### config.mk
export PLATFORM = sky130hd
export DESIGN_NAME = rr_arbiter8
export DESIGN_NICKNAME = d
export VERILOG_FILES = /design/src/rtl/rr_arbiter8.sv
export SDC_FILE = /design/constraint.sdc
export NUM_CORES = 1
export LEC_CHECK = 0
export BUFFER_PORTS_ARGS = -buffer_cell sky130_fd_sc_hd__buf_2
export CORE_MARGIN = 1
export CORE_UTILIZATION = 50
export CTS_CLUSTER_SIZE = 8
export DETAILED_ROUTE_END_ITERATION = 12
export PLACE_DENSITY = 0.71
export SLEW_MARGIN = 10
export SYNTH_ARGS = -nofsm -noshare
export SYNTH_HDL_FRONTEND = slang
export SYNTH_SLANG_ARGS = --single-unit
### constraint.sdc
create_clock -name clk -period 6.3 [get_ports clk]
set_input_delay 0.945 -clock clk [delete_from_list [all_inputs] [get_ports clk]]
set_output_delay 0.945 -clock clk [all_outputs]
set_load 0.02 [all_outputs]
### src/rtl/rr_arbiter8.sv
// Eight-requester round-robin arbiter with grant hold, hold-time limit and
// registered rotating priority pointer.
//
// state | meaning
// IDLE  | no grant active; arbitrate among req at the next edge
// GRANT | idx_q owns the resource; cnt_q counts cycles held so far
module rr_arbiter8 #(
  parameter int MAX_HOLD = 4,
  parameter int CNT_W    = 4
) (
  input  logic       clk,
  input  logic       rst_n,
  input  logic [7:0] req,
  output logic [7:0] gnt,
  output logic [2:0] gnt_idx,
  output logic       gnt_valid,
  output logic       expired
);

  typedef enum logic {IDLE = 1'b0, GRANT = 1'b1} state_t;

  state_t           state_q, state_d;
  logic [2:0]       ptr_q, ptr_d;
  logic [2:0]       idx_q, idx_d;
  logic [CNT_W-1:0] cnt_q, cnt_d;
  logic             expired_q, expired_d;

  logic [15:0]      req_dbl;
  logic [7:0]       req_rot;
  logic [2:0]       enc;
  logic [2:0]       winner;

  // Rotating right by ptr puts requester ptr at bit 0, so lowest-set-bit
  // priority becomes ptr, ptr+1, ... with wrap.
  assign req_dbl = {req, req} >> ptr_q;
  assign req_rot = req_dbl[7:0];

  always_comb begin
    enc = 3'd0;
    for (int i = 7; i >= 0; i--) begin
      if (req_rot[i]) enc = i[2:0];
    end
  end

  assign winner = enc + ptr_q;

  always_ff @(posedge clk or negedge rst_n) begin
    if (!rst_n) begin
      state_q   <= IDLE;
      ptr_q     <= 3'd0;
      idx_q     <= 3'd0;
      cnt_q     <= '0;
      expired_q <= 1'b0;
    end else begin
      state_q   <= state_d;
      ptr_q     <= ptr_d;
      idx_q     <= idx_d;
      cnt_q     <= cnt_d;
      expired_q <= expired_d;
    end
  end

  always_comb begin
    state_d   = state_q;
    ptr_d     = ptr_q;
    idx_d     = idx_q;
    cnt_d     = cnt_q;
    expired_d = 1'b0;
    case (state_q)
      IDLE: begin
        if (req != 8'd0) begin
          state_d = GRANT;
          idx_d   = winner;
          cnt_d   = CNT_W'(1);
        end
      end
      GRANT: begin
        if (!req[idx_q]) begin
          state_d = IDLE;
          ptr_d   = idx_q + 3'd1;
          cnt_d   = '0;
        end else if (cnt_q == CNT_W'(MAX_HOLD)) begin
          state_d   = IDLE;
          ptr_d     = idx_q + 3'd1;
          cnt_d     = '0;
          expired_d = 1'b1;
        end else begin
          cnt_d = cnt_q + CNT_W'(1);
        end
      end
      default: state_d = IDLE;
    endcase
  end

  always_comb begin
    gnt_valid = (state_q == GRANT);
    gnt_idx   = idx_q;
    gnt       = gnt_valid ? (8'd1 << idx_q) : 8'd0;
    expired   = expired_q;
  end

endmodule

# Word-level counts from Yosys, hierarchy flattened
# Index checks and enable logic that the tools add are counted.
# word_totals
regBits,12
inputBits,10
wordCells,42
# classes
n_addsub,3
n_lt_le_gt_ge,1
eq_ne,3
n_shift,2
mux,24
n_bitwise,1
reduce_logical,3
# ops
operator,n
$mux 3,10
$shr 16x3->8,1
$mux 4,3
$mux 8,1
$pmux 4 s2,1
$reduce_bool 8->1,1
$shl 1x3->8 const A,1
$mux 1,7
$add 4x1->4 const B,1
$eq 4x3->1 const B,1
$lt 3x4->1 const B,1
$reduce_and 2->1,2
$add 3x1->3 const B,1
$add 3x3->3,1
$bmux 1 s3,1
$ne 2x1->1 const B,1
$ne 2x2->1 const B,1
$pmux 1 s2,1
$not 1->1,1

# Depth between registers and ports, before layout
# depth
ltp_word,10
depth_mapped,14
mapped_depth_nobuf,12

# Least setup slack after synthesis
# No wires, ideal clock.
# synth_path
kind,input port to flip-flop
startpoint,input port req[3]
endpoint,"register idx_q[2], in the netlist gnt_idx[2]"
setup_ns,0.092
arrival_time_ns,2.991
path_slack_ns,3.217
path_stages,13
n_path_buf,1
cell_sequence,buf_6 nand2_1 nand3_1 a221oi_1 nor3_1 or3_1 a21oi_2 ha_1 inv_1 fa_1 xor2_1 and3_1 o31ai_2
# synth_via
elab_chain_len,10
word_cells_on_any_way,12
# synth_rtl
item,line_no,rtl
start: declaration,13,"input logic [7:0] req,"
$shr 16x3->8,35,"assign req_dbl = {req, req} >> ptr_q;"
$mux 3 (8 in a row),41,if (req_rot[i]) enc = i[2:0];
$add 3x3->3,45,assign winner = enc + ptr_q;
end signal: assignment,57,idx_q <= idx_d;
end: declaration,24,"logic [2:0] idx_q, idx_d;"
# Parallel ways exist; a longest one is shown, timed or not.
# A chain may end at the register's enable or synchronous reset.

# Final worst setup path
# layout_path
startpoint,register ptr_q[0]
endpoint,"register idx_q[2], in the netlist gnt_idx[2]"
# layout_via
elab_chain_len,10
# layout_rtl
item,line_no,rtl
start: declaration,23,"logic [2:0] ptr_q, ptr_d;"
start signal: assignment,56,ptr_q <= ptr_d;
$shr 16x3->8,35,
$mux 3 (8 in a row),41,
$add 3x3->3 *,45,
# Every way passes the cells marked *; elsewhere a longest branch is shown, timed or not.

==> results.py <==
metrics = {
    "cts": {
        "clk_pin_slew_worst_paths_ns": 0.07,
        "postCtsSetupBuffers": 0,
        "max-clock-path-buffers": 2,
        "insertion_delay_ns": 0.27,
        "cts_buffers": 3,
        "tritoncts": "done",
        "clkSinkCount": 12,
        "cts_resized": 0,
        "h-tree-depth": 1,
        "hold_buffers": 0,
        "cts-root-buf": "clkbuf_4",
    },
    "timing": {
        "setup_violations": 0,
        "fin_crit_ns": 3.36,
        "finalCritPeriodShare_pct": 53.3,
        "drv_slew": 0,
        "finClkSkew_ns": 0.000551,
        "timing.hold.ws_ns": 0.541,
        "rsz0062_at_grt": "false",
        "max_freq_ghz": 0.298,
        "tns_ns": 0,
        "hold_violations": 0,
        "slew-limit-headroom_pct": 49.5,
        "worstMarginPinSlew_ns": 0.758,
    },
    "final_layout": {
        "register_area_um2": 300,
        "layout-drive-gt1-share_pct": 21.3,
        "fill_cells": 229,
        "multi_input_area_um2": 992,
        "final_core_util_pct": 58.7,
        "n_antenna_cell": 0,
        "area_growth_pct": 7.77,
        "fin_cells": 213,
        "nets": 205,
    },
    "setup_path": {
        "crit_type": "register to register",
        "crit_arrival_ns": 3.54,
        "worstPathRequired_ns": 6.48,
        "endpoint_kind": "register",
        "r2r_start": "ptr_q[0]",
        "regToRegSetupSlack_ns": 2.94,
        "crit_path_max_fanout": 24,
        "r2r.worst_path.cells": 12,
        "crit_path_start_kind": "register",
        "reg2reg_to": "gnt_idx[2]",
    },
    "routing": {
        "drtIter0Drc": 65,
        "via_per_inst": 6.32,
        "route.detailed.drc": 0,
        "drtAntennaViolNets": 0,
        "avgRoutedWirePerCell_um": 14.9,
        "vias": 1346,
        "wl_mm": 3.18,
        "first_pass_iters": 6,
    },
    "synthesis": {
        "synth_top_area_share_pct": 21.7,
        "synth_edf_count": 0,
        "synth.ff_latch_count": 12,
        "synth_fp_nets": 187,
        "syn_area_per_cell_um2": 8.29,
        "ys_async_sr_fraction_pct": 100,
        "yosysMostFrequentCell": "nand2_1",
        "yosysTopAreaCell": "dfrtp_1",
        "synth_area_leaders": "dfrtp_1, ha_1, nand2_1, nand3_1, mux2i_1",
        "ys_types": 49,
        "ys_seq_area_share_pct": 21.7,
        "syn_area_um2": 1390,
        "synth_cells": 167,
        "ys.warnings.count": 0,
        "synthTopCellsByCount": "nand2_1, nand3_1, dfrtp_1, o21ai_0, ha_1",
        "synth_ff_type": "dfrtp_1",
    },
    "floorplanning": {
        "core_um2": 2540,
        "row_count": 18,
        "fp.dieArea_um2": 2980,
        "initial_utilization_pct": 54.4,
        "ioPinCount": 23,
        "die_x_um": 54.6,
        "chipHeight_um": 54.6,
    },
    "placement": {
        "hpwl_mm": 2.41,
        "io_buffers": 22,
        "post-place-cells": 210,
        "globalplace.congestion": 0.954,
    },
    "pwr": {
        "internal-power_uw": 330,
        "switching_power_uw": 358,
        "p_leak_nw": 0.683,
        "pwr-share-comb_pct": 64.0,
        "pwr-share-seq_pct": 29.4,
        "netSwitchingFraction_pct": 52.0,
        "power_density_nw_per_um2": 460,
        "p_clk_share_pct": 6.6,
        "vdd_ir_drop_max_v": 0.000295,
        "total_power_uw": 687,
    },
    "global_route": {
        "grt_pass1_vias": 1143,
        "grt_max_degree": 25,
        "grt_antenna_before_repair": 0,
        "grt_usage_pct": 24.0,
        "gr-total-overflow": 0,
        "grt_first_pass_wirelength_mm": 5.12,
    },
    "run": {
        "max-cap-violations": 0,
    },
    "status": {
        "status": "completed",
    },
    "min_path": {
        "min_path_type": "input port to asynchronous set/reset pin",
    },
}
==> worst max-delay path by stage <==
stage	from	to	slack (ns)	cells past startpoint
2_1_floorplan	req[3]	gnt_idx[2]	3.22	13
3_3_place_gp	req[2]	gnt_idx[2]	2.87	13
3_5_place_dp	req[2]	gnt_idx[2]	2.84	13
4_1_cts	ptr_q[0]	gnt_idx[2]	2.98	12
5_1_grt	ptr_q[0]	gnt_idx[2]	2.64	12
6_report	ptr_q[0]	gnt_idx[2]	2.94	12
==> area by class of cell <==
class / count / area share, %
clock buffer: 3 / 1.51
inverter: 8 / 2.01
multi-input combinational: 138 / 66.5
sequential: 12 / 20.1
tap: 30 / 2.51
timing repair buffer: 22 / 7.38
==> flip-flops by register name, summed over array words and instances, names as in the netlist <==
signal     cells
ptr_q          3
gnt_idx        3
gnt_valid      1
expired        1
cnt_q          4
==> power by group through the flow <==
| stage | Combinational, mW | Clock [mW] | Sequential, mW |
|---|---|---|---|
| 6_report | 0.440 | 0.0454 | 0.202 |
| 5_1_grt | 0.499 | 0.0526 | 0.212 |
| 4_1_cts | 0.441 | 0.0475 | 0.199 |
| 3_5_place_dp | 0.438 | 0 | 0.201 |
| 3_3_place_gp | 0.426 | 0 | 0.198 |
| 2_1_floorplan | 0.390 | 0 | 0.156 |
==> critical path: stages (launching register included) <==
cell	delay (ns)
dfrtp_1	0.83
nand2b_2	0.30
nand3b_1	0.10
a221oi_1	0.33
nor3_1	0.08
or3_1	0.38
a21oi_2	0.14
ha_1	0.14
inv_1	0.05
fa_1	0.37
xor2_1	0.17
and3_1	0.20
o31ai_2	0.17
==> per-layer routing <==
metal,global-route usage [%],part of all wire (%),vias up
met5,0,0,-
met1,32.7,46,630
met2,38.8,46,64
met3,6.67,7.5,6
li1,-,-,646
met4,2.14,0.53,0
==> stage by stage <==
step	area, um^2	setup WS, ns
3_3_place_gp	1470	2.87
5_1_grt	1490	2.64
6_report	1490	2.94
4_1_cts	1490	2.98
3_5_place_dp	1470	2.84
2_1_floorplan	1390	3.22
==> cell usage in the layout (no fill, tap or decap), drive strengths merged, types with 2 or more instances in the layout <==
| cell | instances |
|---|---|
| nand2 | 22 |
| buf | 22 |
| nand3 | 14 |
| o21ai | 13 |
| dfrtp | 12 |
| ha | 9 |
| inv | 8 |
| nor3 | 8 |
| and3 | 7 |
| nor2 | 7 |
| mux2i | 7 |
| a21oi | 6 |
| nand2b | 5 |
| and2 | 4 |
| o22ai | 3 |
| clkbuf | 3 |
| mux2 | 3 |
| o211ai | 2 |
| o221ai | 2 |
| a31oi | 2 |
| mux4 | 2 |
| xor2 | 2 |
| nor2b | 2 |
==> cell families after synthesis <==
logic type	synth area share [%]
muxes	12.5
AOI/OAI and AO/OA	19.0
buffers and inverters	6.68
DFF	21.7
adders and majority gates	9.58
xor gates and xnor gates	1.26
and+or+nand+nor	29.4
(Power assumes the default switching activity.)
